File: src/rtl/multi_bank_buffer_pkg.sv
// Shared widths, bank limits and helpers for the multi-bank input buffer.
// Revision: 1.0
`default_nettype none

package multi_bank_buffer_pkg;

  localparam int BANK_MAX      = 8;
  localparam int DEF_DATA_W    = 8;
  localparam int DEF_ADDR_W    = 5;
  localparam int DEF_NUM_BANKS = 3;

  function automatic int depth_of(input int addr_w);
    return 1 << addr_w;
  endfunction

endpackage

`default_nettype wire

File: src/rtl/multi_bank_buffer_bank_fifo.sv
// One circular bank: DEPTH x DATA_W RAM with registered read, pointers, fill and status.
// Revision: 1.0
`default_nettype none

module bank_fifo
  import multi_bank_buffer_pkg::*;
#(
  parameter int DATA_W = DEF_DATA_W,
  parameter int ADDR_W = DEF_ADDR_W
) (
  input  logic              clk,
  input  logic              reset,
  input  logic              wr_en,
  input  logic [DATA_W-1:0] wr_data,
  input  logic              pend,
  input  logic              rd_en,
  output logic              out_valid,
  output logic [DATA_W-1:0] out_data,
  output logic              empty,
  output logic              full,
  output logic [ADDR_W:0]   fill,
  output logic              underflow
);

  localparam int DEPTH = depth_of(ADDR_W);

  logic [DATA_W-1:0] mem [DEPTH];
  logic [ADDR_W-1:0] wr_ptr;
  logic [ADDR_W-1:0] rd_ptr;
  logic              pop;

  assign pop   = rd_en && (fill != '0);
  assign empty = (fill == '0);
  // The in-flight stage word counts against capacity so an accept never overflows.
  assign full  = (({1'b0, fill} + (ADDR_W+2)'(pend)) == (ADDR_W+2)'(DEPTH));

  always_ff @(posedge clk) begin
    if (wr_en) begin
      mem[wr_ptr] <= wr_data;
    end
  end

  always_ff @(posedge clk) begin
    if (reset) begin
      wr_ptr    <= '0;
      rd_ptr    <= '0;
      fill      <= '0;
      out_valid <= 1'b0;
      out_data  <= '0;
      underflow <= 1'b0;
    end else begin
      out_valid <= pop;
      if (pop) begin
        out_data <= mem[rd_ptr];
        rd_ptr   <= rd_ptr + 1'b1;
      end
      if (wr_en) begin
        wr_ptr <= wr_ptr + 1'b1;
      end
      if (rd_en && empty) begin
        underflow <= 1'b1;
      end
      case ({wr_en, pop})
        2'b10:   fill <= fill + 1'b1;
        2'b01:   fill <= fill - 1'b1;
        default: fill <= fill;
      endcase
    end
  end

endmodule

`default_nettype wire

File: src/rtl/multi_bank_buffer.sv
// Registered input stage fanned out by word mask into NUM_BANKS independent bank FIFOs.
// Revision: 1.0
`default_nettype none

module multi_bank_buffer
  import multi_bank_buffer_pkg::*;
#(
  parameter int DATA_W    = DEF_DATA_W,
  parameter int ADDR_W    = DEF_ADDR_W,
  parameter int NUM_BANKS = DEF_NUM_BANKS
) (
  input  logic                            clk,
  input  logic                            reset,
  input  logic                            in_valid,
  output logic                            in_ready,
  input  logic [DATA_W-1:0]               in_data,
  input  logic [NUM_BANKS-1:0]            in_mask,
  input  logic [NUM_BANKS-1:0]            rd_en,
  output logic [NUM_BANKS-1:0]            out_valid,
  output logic [NUM_BANKS*DATA_W-1:0]     out_data,
  output logic [NUM_BANKS-1:0]            empty,
  output logic [NUM_BANKS-1:0]            full,
  output logic [NUM_BANKS*(ADDR_W+1)-1:0] fill,
  output logic [NUM_BANKS-1:0]            underflow
);

  logic                 pend_valid;
  logic [DATA_W-1:0]    pend_data;
  logic [NUM_BANKS-1:0] pend_mask;
  logic                 accept;

  assign in_ready = !reset && (&(~in_mask | ~full));
  assign accept   = in_valid && in_ready;

  // A zero-mask word still occupies the stage for a cycle and is simply never committed.
  always_ff @(posedge clk) begin
    if (reset) begin
      pend_valid <= 1'b0;
      pend_data  <= '0;
      pend_mask  <= '0;
    end else begin
      pend_valid <= accept;
      if (accept) begin
        pend_data <= in_data;
        pend_mask <= in_mask;
      end
    end
  end

  for (genvar b = 0; b < NUM_BANKS; b++) begin : g_bank
    bank_fifo #(
      .DATA_W (DATA_W),
      .ADDR_W (ADDR_W)
    ) u_bank (
      .clk       (clk),
      .reset     (reset),
      .wr_en     (pend_valid && pend_mask[b]),
      .wr_data   (pend_data),
      .pend      (pend_valid && pend_mask[b]),
      .rd_en     (rd_en[b]),
      .out_valid (out_valid[b]),
      .out_data  (out_data[b*DATA_W +: DATA_W]),
      .empty     (empty[b]),
      .full      (full[b]),
      .fill      (fill[b*(ADDR_W+1) +: (ADDR_W+1)]),
      .underflow (underflow[b])
    );
  end

endmodule

`default_nettype wire

File: config.mk
export PLATFORM = sky130hd
export DESIGN_NAME = multi_bank_buffer
export DESIGN_NICKNAME = d
export VERILOG_FILES = /design/src/rtl/multi_bank_buffer_pkg.sv /design/src/rtl/multi_bank_buffer_bank_fifo.sv /design/src/rtl/multi_bank_buffer.sv
export SDC_FILE = /design/constraint.sdc
export NUM_CORES = 1
export LEC_CHECK = 0
export ABC_AREA = 0
export BUFFER_PORTS_ARGS = -buffer_cell sky130_fd_sc_hd__buf_4
export CORE_MARGIN = 4
export CORE_UTILIZATION = 63
export CTS_BUF_LIST = sky130_fd_sc_hd__clkbuf_8
export DETAILED_ROUTE_END_ITERATION = 16
export HOLD_SLACK_MARGIN = 0.02
export PLACE_DENSITY = 0.8
export SLEW_MARGIN = 20
export SYNTH_ARGS = -nofsm -noshare
export SYNTH_HDL_FRONTEND = slang
export SYNTH_HIERARCHICAL = 1
export SYNTH_SLANG_ARGS = --single-unit
export TNS_END_PERCENT = 20
File: constraint.sdc
create_clock -name clk -period 4.8 [get_ports clk]
set_input_delay 0.48 -clock clk [delete_from_list [all_inputs] [get_ports clk]]
set_output_delay 0.48 -clock clk [all_outputs]
set_load 0.03 [all_outputs]
* Yosys cells after proc, flatten, opt, wreduce, memory -nomap -nowiden
Memory sizes are Yosys's and may differ from the RTL's. A register that Yosys moved wholly into a read port is not among the register bits. Index checks and enable logic that the tools add are counted.
Storage, ports and cells: register bits after elaboration 66, memory bits (writable) 768, bits of input ports 17, output and inout port bits 55, logic and storage cells 79, memories kept 3
Operators by class: add/sub/neg operators 15, eq/ne operators 9, multiplexer cells 9, bitwise operators 3, reduce and logical (&&, ||, !) cells 22
Memory list:
- g_bank[0].u_bank.mem | words 32, width 8, rd ports 1, clocked after memory_dff 1, write ports 1, line multi_bank_buffer_bank_fifo.sv:27 | logic [DATA_W-1:0] mem [DEPTH];
- g_bank[1].u_bank.mem | words 32, width 8, rd ports 1, clocked after memory_dff 1, write ports 1, line multi_bank_buffer_bank_fifo.sv:27
- g_bank[2].u_bank.mem | words 32, width 8, rd ports 1, clocked after memory_dff 1, write ports 1, line multi_bank_buffer_bank_fifo.sv:27
Operators with widths (number):
- 6-bit one-hot mux with 2 select lines | 3
- 5-bit by 1-bit adder with 5-bit output, second input constant | 6
- 6-bit by 1-bit adder with 7-bit output | 3
- 7-bit by 6-bit == test with 1-bit output, second input constant | 3
- 6-bit by 1-bit adder with 6-bit output, second input constant | 3
- 6-bit logical NOT | 3
- 6-bit nonzero test | 3
- 6-bit by 1-bit subtractor with 6-bit output, second input constant | 3
- 1-bit logical AND | 11
- 2-bit by 1-bit == test with 1-bit output, second input constant | 3
- 2-bit == test, second input constant | 3
- 1-bit two-way mux | 6
- 3-bit inverter | 2
- 2-bit nonzero test | 3
- 3-bit bitwise OR | 1
- 3-bit AND reduction | 1
- 1-bit logical NOT | 1

* Depth between registers and ports, before layout
word-level depth 8, depth in mapped cells 12, gate-level depth less buffers 10

* Modules after synthesis
Netlist, hierarchy kept.
Modules (own cells, without submodules):
- bank_fifo | instances 3, cells each 612, area each 11215.8 sq um, seq. area each 8207.9 sq um
- multi_bank_buffer | instances 1, cells each 58, area each 581.8 sq um, seq. area each 240.2 sq um

* Worst setup path before layout
OpenSTA, ideal clock, no wires.
path type register -> output, start register g_bank[2].u_bank.fill[2], end output port in_ready, data arrival time 3622 ps, setup slack 698 ps, stages on the path, launching flop included 8, buffers on the path 1, path through dfxtp_1 clkbuf_1 nand2_1 nor4_1 a31oi_1 a2111oi_0 a21oi_1 and2_2
Between the ends: word-level cells in the longest chain between the ends 6
Ends and longest elaborated chain:
- from (decl) | line multi_bank_buffer_bank_fifo.sv:21 | output logic [ADDR_W:0] fill,
- from (signal assigned) | line multi_bank_buffer_bank_fifo.sv:64 | 2'b10: fill <= fill + 1'b1;
- from (signal assigned) | line multi_bank_buffer_bank_fifo.sv:65 | 2'b01: fill <= fill - 1'b1;
- from (signal assigned) | line multi_bank_buffer_bank_fifo.sv:66 | default: fill <= fill;
- 6-bit by 1-bit adder with 7-bit output | line multi_bank_buffer_bank_fifo.sv:35 | assign full = (({1'b0, fill} + (ADDR_W+2)'(pend)) == (ADDR_W+2)'(DEPTH));
- 7-bit by 6-bit == test with 1-bit output | line multi_bank_buffer_bank_fifo.sv:35
- via full[2] | line multi_bank_buffer.sv:22 | output logic [NUM_BANKS-1:0] full,
- 3-bit inverter | line multi_bank_buffer.sv:32 | assign in_ready = !reset && (&(~in_mask | ~full));
- 3-bit bitwise OR | line multi_bank_buffer.sv:32
- 3-bit AND reduction | line multi_bank_buffer.sv:32
- 1-bit logical AND | line multi_bank_buffer.sv:32
- to (decl) | line multi_bank_buffer.sv:15 | output logic in_ready,
The timed path passes the listed nets, and every way through them passes these cells.

* Worst setup path after layout
start register pend_valid, end output port in_ready
Between the ends: word-level cells in the longest chain between the ends 7, elaborated cells on any way between the ends 13
Ends and longest elaborated chain:
- from (decl) | line multi_bank_buffer.sv:27 | logic pend_valid;
- from (signal assigned) | line multi_bank_buffer.sv:42 | pend_valid <= accept;
- 1-bit logical AND | line multi_bank_buffer.sv:59 | .pend (pend_valid && pend_mask[b]),
- 6-bit by 1-bit adder with 7-bit output | line multi_bank_buffer_bank_fifo.sv:35
- 7-bit by 6-bit == test with 1-bit output | line multi_bank_buffer_bank_fifo.sv:35
- 3-bit inverter * | line multi_bank_buffer.sv:32
- 3-bit bitwise OR * | line multi_bank_buffer.sv:32
- 3-bit AND reduction * | line multi_bank_buffer.sv:32
- 1-bit logical AND * | line multi_bank_buffer.sv:32
Mark *: on every way between the ends. The rest lies on a longest branch, timed or not.

==> results.json <==
{
  "critical_path_buf_inv_count": 1,
  "max_stage_delay_ps": 840,
  "start_util": 0.636,
  "r2r_slack_ps": 1370,
  "setup.worst_path.end_class": "primary output",
  "max_freq_mhz": 244,
  "routedWlPerCell_um": 24.9,
  "worstHoldPathType": "in2reg",
  "clock_path_buffers": 3,
  "ant_nets": 0,
  "synth_nets": 1941,
  "grt_max_degree": 98,
  "cp_slowest_cell": "a2111oi_1",
  "path_delay_family": "compound AO/OA/AOI/OAI gates",
  "ys_seq_area_frac": 0.726,
  "final-seq-area_um2": 24900,
  "hold_start": "in_mask[2]",
  "io_buffers": 71,
  "fill_cells": 3153,
  "gp_congestion": 0.833,
  "syn_area_um2": 34200,
  "tns_ps": 0,
  "path_depth": 9,
  "final_common_cell": "edfxtp_1",
  "crit_required_ps": 4320,
  "max-slew-margin-rel": 0.248,
  "final_cell_mix": "768 x edfxtp_1, 146 x clkbuf_8, 138 x mux4_2, 130 x mux2i_1, 116 x nor2_1",
  "ir_drop_v": 0.000281,
  "status": "finished clean",
  "drt_pass1_iterations": 9,
  "routed_wl_mm": 70.6,
  "skew_ps": 22.9,
  "multi_input_area_um2": 8830,
  "drv_cap": 0,
  "cts.htree.levels": 4,
  "drive_gt1_frac": 0.223,
  "nNetsFinal": 2094,
  "grt_usage": 0.246,
  "core-area_um2": 53800,
  "grt_first_pass_wirelength_mm": 108,
  "numCtsBuffers": 133,
  "area_delta_synth_final_pct": 11.6,
  "post-route-util": 0.710,
  "period_needed_ps": 4090,
  "path_clk_slew_ps": 60,
  "fin_hold_ws_ps": 123,
  "ys_async_sr_fraction": 0,
  "drc_errors": 0,
  "hpwl_mm": 41.3,
  "power_uw": 17000,
  "p_per_area_nw_per_um2": 445,
  "die_h_um": 241,
  "vias": 18200,
  "ios": 72,
  "cts.sinks": 858,
  "path_cells": "and2_1, ha_1, nand2_1, nor4_1, a31oi_1, a2111oi_1, a21oi_1, and2_2, buf_4",
  "synthDistinctLibCells": 53,
  "post_drt_via_cell_ratio": 6.40,
  "rows": 85,
  "r2r.worst_path.cells": 10,
  "tightestPinTransition_ps": 1130,
  "cp.arrival_ps": 3610,
  "fin_crit_sh": 0.852,
  "antenna_found_initial": 1,
  "ys_ff_latch": 858,
  "synthFlopType": "edfxtp_1",
  "cp-startpoint": "pend_valid",
  "rsz0062_at_grt": "no",
  "first_global_vias": 18200,
  "clkLatencyLatePin_ps": 770,
  "crit_type": "reg2out",
  "synth-edff-count": 768,
  "die_w_um": 241,
  "clockRootBuffer": "clkbuf_8",
  "first_iter_violations": 2005,
  "crit_path_start_kind": "flip-flop",
  "synthCells": 1894,
  "critPathMaxFanout": 11,
  "synth_warnings": 6,
  "critPathCapture": "in_ready",
  "leakage_uw": 0.0124,
  "slew_viol_final": 0,
  "cts_tree": "yes",
  "setup_violations": 0,
  "grt_overflow": 0,
  "synth_area_per_cell_um2": 18.1,
  "final-hold-violation-count": 0,
  "die_area_um2": 58100,
  "crit-reg2reg-launch": "pend_valid",
  "timing.rr.end": "pend_mask[2]"
}
[synth_stat cells, types with 9 or more instances]
cell type | number | share of area
mux4_2 | 138 | 0.091
nand4_1 | 12 | 0.0022
xor2_1 | 27 | 0.0069
a21oi_1 | 64 | 0.0094
xnor2_1 | 9 | 0.0023
and2_1 | 9 | 0.0016
buf_2 | 24 | 0.0035
edfxtp_1 | 768 | 0.67
nand2_1 | 37 | 0.0041
inv_1 | 17 | 0.0019
nor2b_1 | 9 | 0.0016
buf_4 | 9 | 0.0020
a22oi_1 | 21 | 0.0046
nand3_1 | 12 | 0.0018
nor4_1 | 9 | 0.0016
o21ai_0 | 15 | 0.0022
o221ai_1 | 24 | 0.0061
clkbuf_1 | 68 | 0.0075
o22ai_1 | 21 | 0.0038
ha_1 | 30 | 0.011
nor2_1 | 117 | 0.013
dfxtp_1 | 90 | 0.053
nor3_1 | 42 | 0.0061
a22o_1 | 42 | 0.011
a2111oi_2 | 15 | 0.0066
nand2b_1 | 35 | 0.0064
mux2i_1 | 130 | 0.038
[layer usage]
layer,GRT usage,wire (um),up-vias,part of all wire
li1,-,-,7970,-
met1,0.345,28100,9264,0.40
met2,0.391,34900,811,0.49
met3,0.0583,5680,140,0.080
met4,0.0847,1900,0,0.027
met5,0,0,-,0
[report_power, final]
group / switching [uW] / internal (uW)
Combinational: 1290 / 986
Clock: 2640 / 2980
Sequential: 533 / 8570
[cell type report]
type | count | area share
clock inverter | 86 | 0.0116
tap | 696 | 0.0228
sequential | 858 | 0.652
antenna | 1 | 0.0000655
inverter | 17 | 0.00167
clock buffer | 146 | 0.0526
timing repair buffer | 132 | 0.0284
multi-input combinational | 905 | 0.231
[metrics by stage]
| step | std cells | cell area [um^2] | worst slack, ps |
|---|---|---|---|
| 2_1_floorplan | 1894 | 34200 | 698 |
| 3_3_place_gp | 2589 | 35400 | 1530 |
| 3_5_place_dp | 2589 | 35500 | 1360 |
| 4_1_cts | 2836 | 38100 | 516 |
| 5_1_grt | 2841 | 38200 | 439 |
| 6_report | 2841 | 38200 | 710 |
[sequential cells by signal, indices dropped and copies added, names as in the netlist]
signal / count
pend_valid: 1
g_bank.u_bank/rd_ptr: 15
g_bank.u_bank/out_data: 24
g_bank.u_bank/out_valid: 3
g_bank.u_bank/underflow: 3
pend_mask: 3
pend_data: 8
g_bank.u_bank/mem: 768
g_bank.u_bank/wr_ptr: 15
g_bank.u_bank/fill: 18
[what timing repair did]
| action | CTS | global route |
|---|---|---|
| resized for setup | 0 | 0 |
| setup buffers | 0 | 0 |
| hold buffers | 15 | 0 |
| endpoints found under the hold margin | 15 | 0 |
[kinds of logic after synthesis]
family,after synthesis,share of synthesized area
buf+inv,131,0.0188
compound gates,247,0.0548
fa+ha+maj,30,0.0110
xor+xnor,36,0.00921
simple gates,315,0.0454
mux,277,0.134
flops,858,0.726
[tightest hold or removal path: stages]
cell and delay (ps):
buf_4 90, a21oi_1 70, and3_2 200
[how the worst min path moves through the flow]
stage / end / slack, ps / cells past startpoint
detailed placement: g_bank[2].u_bank/underflow / 460 / 2
finish: pend_valid / 120 / 3
floorplan: pend_mask[0] / 440 / 2
global route: pend_valid / 70 / 3
global placement: g_bank[2].u_bank/underflow / 450 / 2
CTS: pend_valid / 60 / 3
No activity file was read; power rests on OpenSTA's default activity.
